File: src/rtl/usb_buffer_ptr_ctrl.sv
// Write/read pointer and occupancy controller for the USB packet buffer RAM.
// Produces same-cycle accept strobes, registered status flags and sticky error flags.
module usb_buffer_ptr_ctrl #(
  parameter int ADDR_W = 6,
  parameter int AF_TH  = (2 ** ADDR_W) - 4,
  parameter int AE_TH  = 4
) (
  input  logic              clk,
  input  logic              n_rst,
  input  logic              clear,
  input  logic              push,
  input  logic              pop,
  input  logic              err_clr,
  output logic              wr_accept,
  output logic              rd_accept,
  output logic [ADDR_W-1:0] wr_ptr,
  output logic [ADDR_W-1:0] rd_ptr,
  output logic [ADDR_W:0]   occupancy,
  output logic              full,
  output logic              empty,
  output logic              almost_full,
  output logic              almost_empty,
  output logic              overflow_err,
  output logic              underflow_err
);

  localparam logic [ADDR_W:0] DEPTH_C = (ADDR_W + 1)'(2 ** ADDR_W);
  localparam logic [ADDR_W:0] AF_C    = (ADDR_W + 1)'(AF_TH);
  localparam logic [ADDR_W:0] AE_C    = (ADDR_W + 1)'(AE_TH);

  logic [ADDR_W-1:0] wr_ptr_q, wr_ptr_d;
  logic [ADDR_W-1:0] rd_ptr_q, rd_ptr_d;
  logic [ADDR_W:0]   occ_q, occ_d;
  logic              full_q, full_d;
  logic              empty_q, empty_d;
  logic              af_q, af_d;
  logic              ae_q, ae_d;
  logic              ovf_q, ovf_d;
  logic              udf_q, udf_d;

  // Handshake: push/pop are requests held by the protocol engines; wr_accept/
  // rd_accept are the same-cycle grants. A request without a grant is dropped
  // (and flagged), never retried internally. The RAM uses the current pointer
  // together with the grant at the same clock edge.
  always_comb begin
    rd_accept = pop & ~empty_q & ~clear;
    wr_accept = push & ~clear & (~full_q | rd_accept);
  end

  always_comb begin
    wr_ptr_d = wr_ptr_q;
    rd_ptr_d = rd_ptr_q;
    occ_d    = occ_q;
    if (clear) begin
      wr_ptr_d = '0;
      rd_ptr_d = '0;
      occ_d    = '0;
    end else begin
      wr_ptr_d = wr_ptr_q + ADDR_W'(wr_accept);
      rd_ptr_d = rd_ptr_q + ADDR_W'(rd_accept);
      // Accept qualification keeps this within 0..DEPTH without saturation.
      occ_d    = occ_q + (ADDR_W + 1)'(wr_accept) - (ADDR_W + 1)'(rd_accept);
    end
  end

  // Flags derive from next occupancy so they line up with occupancy each cycle.
  always_comb begin
    full_d  = (occ_d == DEPTH_C);
    empty_d = (occ_d == '0);
    af_d    = (occ_d >= AF_C);
    ae_d    = (occ_d <= AE_C);
  end

  always_comb begin
    ovf_d = ovf_q;
    udf_d = udf_q;
    if (err_clr) begin
      ovf_d = 1'b0;
      udf_d = 1'b0;
    end
    if (push & ~wr_accept & ~clear) ovf_d = 1'b1;
    if (pop & ~rd_accept & ~clear)  udf_d = 1'b1;
  end

  always_ff @(posedge clk or negedge n_rst) begin
    if (!n_rst) begin
      wr_ptr_q <= '0;
      rd_ptr_q <= '0;
      occ_q    <= '0;
      full_q   <= 1'b0;
      empty_q  <= 1'b1;
      af_q     <= 1'b0;
      ae_q     <= 1'b1;
      ovf_q    <= 1'b0;
      udf_q    <= 1'b0;
    end else begin
      wr_ptr_q <= wr_ptr_d;
      rd_ptr_q <= rd_ptr_d;
      occ_q    <= occ_d;
      full_q   <= full_d;
      empty_q  <= empty_d;
      af_q     <= af_d;
      ae_q     <= ae_d;
      ovf_q    <= ovf_d;
      udf_q    <= udf_d;
    end
  end

  assign wr_ptr        = wr_ptr_q;
  assign rd_ptr        = rd_ptr_q;
  assign occupancy     = occ_q;
  assign full          = full_q;
  assign empty         = empty_q;
  assign almost_full   = af_q;
  assign almost_empty  = ae_q;
  assign overflow_err  = ovf_q;
  assign underflow_err = udf_q;

endmodule

File: config.mk
export PLATFORM = sky130hd
export DESIGN_NAME = usb_buffer_ptr_ctrl
export DESIGN_NICKNAME = d
export VERILOG_FILES = /design/src/rtl/usb_buffer_ptr_ctrl.sv
export SDC_FILE = /design/constraint.sdc
export NUM_CORES = 1
export LEC_CHECK = 0
export ABC_CLOCK_PERIOD_IN_PS = 6700
export BUFFER_PORTS_ARGS = -buffer_cell sky130_fd_sc_hd__buf_2
export CORE_MARGIN = 3
export CORE_UTILIZATION = 40
export CTS_BUF_LIST = sky130_fd_sc_hd__clkbuf_16
export CTS_CLUSTER_DIAMETER = 120
export CTS_CLUSTER_SIZE = 12
export DETAILED_ROUTE_END_ITERATION = 6
export SLEW_MARGIN = 25
export SYNTH_ARGS = -nofsm -noshare
export SYNTH_HDL_FRONTEND = slang
export SYNTH_SLANG_ARGS = --single-unit
File: constraint.sdc
create_clock -name clk -period 6.7 [get_ports clk]
set_clock_uncertainty 0.2 [all_clocks]
set_input_delay 0.67 -clock clk [delete_from_list [all_inputs] [get_ports clk]]
set_output_delay 0.67 -clock clk [all_outputs]
set_load 0.05 [all_outputs]
==> run summary <==
NumNets Final - 173
top-count cell post-synth - dfrtp_1
CP Max Fanout - 27
Synth cell types - 30
FF-to-FF setup slack - 3640 ps
CP Depth - 11
Post-Route WL - 2500 um
final setup TNS - 0 ps
Synth area leaders - dfrtp_1, ha_1, nor2_1
io pins - 33
CP Cell Sequence - buf_2 > nor3b_1 > ha_1 > inv_1 > ha_1 > fa_1 > a21o_1 > nand4_1 > nand3_1 > xnor2_2 > and4bb_1
Post-DP HPWL - 1810 um
CTS resizes - 0
Most common cell on crit path - ha_1
Routed Antenna Nets - 0
initial antenna violation count - 0
# H-tree levels - 1
Seq/Total Area, Yosys - 48.6%
Reg2Reg Capture Point - full
first-pass detailed-route iteration total - 4
wire length per cell - 12.6 um
crit-path leading delay family - simple AND/OR/NAND/NOR gates
Synth Warn # - 0
Crit path largest cell delay - 600 ps
# diodes - 0
synthesized flop and latch total - 25
vias in the first global route - 916
Via density - 4.75
CP arrival - 3330 ps
min Tclk post-route - 3390 ps
layout cells sized above 1 - 28.6%
# DRC - 0
port bufs - 32
Crit path required time - 6640 ps
final setup violation count - 0
final RePlAce weighted congestion - 0.724
post-synthesis net count - 139
sw frac - 46.1%
outcome - complete, no violations
commonest cells in the synthesized netlist - dfrtp_1, nor2_1, ha_1, inv_1, nor2b_1
Design Power - 0.754 mW
Worst Tran Pin Value - 642 ps
PwrDens - 478 nW/um^2
Int Pwr - 0.407 mW
GRT Total Usage - 14.2%
Cell Area, Synth - 1290 um^2
CTS tree - done
die span in y - 62.8 um
Worst Hold Class - in -> async
die width - 62.8 um
clk sinks - 25
CTS Buf Count - 3
worst r2r path cells - 10
share of Yosys cell area claimed by the top area cell type - 44.5%
largest net degree at the start of global routing - 28
Starting DRT DRC Count - 52
Synth area leader - dfrtp_1
Area growth syn-to-layout - 22.2%
Clock transition at path regs - 60 ps
Initial Util - 42.0%
Worst setup EP type - flip-flop
first-pass GRT wire length - 4420 um
asr flop ratio synth - 100%
Worst Path Buf+Inv - 2
Worst-Skew Late Latency - 260 ps
max capacitance violation total - 0
Final period util - 50.6%
Synth Instances - 121
max-slew violations - 0
Flop pwr share - 26.4%
worst setup path class - in -> reg
Post-synth EDFFs - 0
via count - 940
Clock Power Share - 18.0%
Startpoint Class - input port
Syn Area/Cell - 10.7 um^2
post-CTS setup buffer count - 0
RSZ-0062 raised after global routing - false
Max VDD drop - 0.254 mV
top_reg_cell synth - dfrtp_1
count of final hold-check violations - 0
Slew headroom - 57.1%
num rows - 20
Gate power share - 55.6%
clk root buf - clkbuf_16
fmax - 295 MHz
cell at the slowest stage of the critical path - nor3b_1
CORE AREA - 3080 um^2
CTS Buffer Depth - 2
Worst R2R Start - empty
Psw - 0.348 mW
Leak - 0.801 nW
GRT Residual Overflow - 0
CTS Hold Buffers Added - 0
die area - 3950 um^2
==> cell families after synthesis <==
kind of cell               count (synthesis)  share of synthesized area, %
and+or+nand+nor                           44                          17.3
xor gates and xnor gates                  14                          10.6
adders and majority gates                 12                          12.2
AOI/OAI and AO/OA                         12                          7.16
buffers and inverters                     14                          4.07
DFF                                       25                          48.6
==> cells in the final DEF (no fill, tap or decap) <==
cell type and count:
o21bai_1 1, nor3_2 1, nand3b_1 1, xnor2_1 7
a21oi_1 1, nor2b_1 8, dfstp_2 2, o22ai_1 1
o32ai_1 1, clkbuf_16 3, nand2_1 3, a21oi_2 2
nor2_1 18, a211oi_2 1, fa_1 1, and4bb_1 1
a31o_1 2, clkinvlp_4 1, dfrtp_1 23, ha_1 11
inv_1 11, xor2_2 1, a21o_1 1, nor3b_1 1
xor2_1 5, nand3_1 7, o21ai_0 2, nor3_1 2
nand2b_1 1, buf_2 32, nand4_1 1, xnor2_2 1
==> final cells by class <==
class                   count  area (um^2)
flip-flops and latches     25          628
well taps                  44         55.1
clock buffers               3         75.1
clock inverters             1         7.51
inverters                  11         41.3
repair buffers             32          160
fillers                   284         1500
multi-input cells          82          612
==> power by group through the flow <==
stage	combinational (mW)	clock [mW]	sequential, mW
5_1_grt	0.456	0.146	0.204
3_5_place_dp	0.417	0	0.202
3_3_place_gp	0.416	0	0.200
6_report	0.419	0.135	0.199
2_1_floorplan	0.250	0	0.293
4_1_cts	0.422	0.140	0.200
==> routing by layer <==
layer | vias to the layer above | GRT usage [%] | part of all wire [%]
met5 | - | 0 | 0
li1 | 462 | - | -
met2 | 25 | 22.6 | 47
met4 | 0 | 5.79 | 0.84
met3 | 2 | 2.88 | 4.4
met1 | 451 | 18.9 | 48
==> how the worst max path moves through the flow <==
stage           from    to
3_5_place_dp   clear  full
4_1_cts        clear  full
6_report       clear  full
3_3_place_gp   clear  full
5_1_grt        clear  full
2_1_floorplan  clear  full
==> through the flow <==
step	util (%)	area (um^2)	hold slack, ps	instances	worst slack, ps
floorplan	-	1290	174	121	2020
global placement	48.6	1500	314	194	3230
detailed placement	48.6	1500	323	194	3060
CTS	51.3	1580	216	198	3330
global route	51.3	1580	246	198	3170
finish	51.3	1580	195	198	3310
==> state kept, by name, summed over array words and instances (netlist names) <==
register,cells
almost_empty,1
underflow_err,1
rd_ptr,6
empty,1
overflow_err,1
full,1
occupancy,7
almost_full,1
wr_ptr,6
Power figures use the tool's default switching activity.
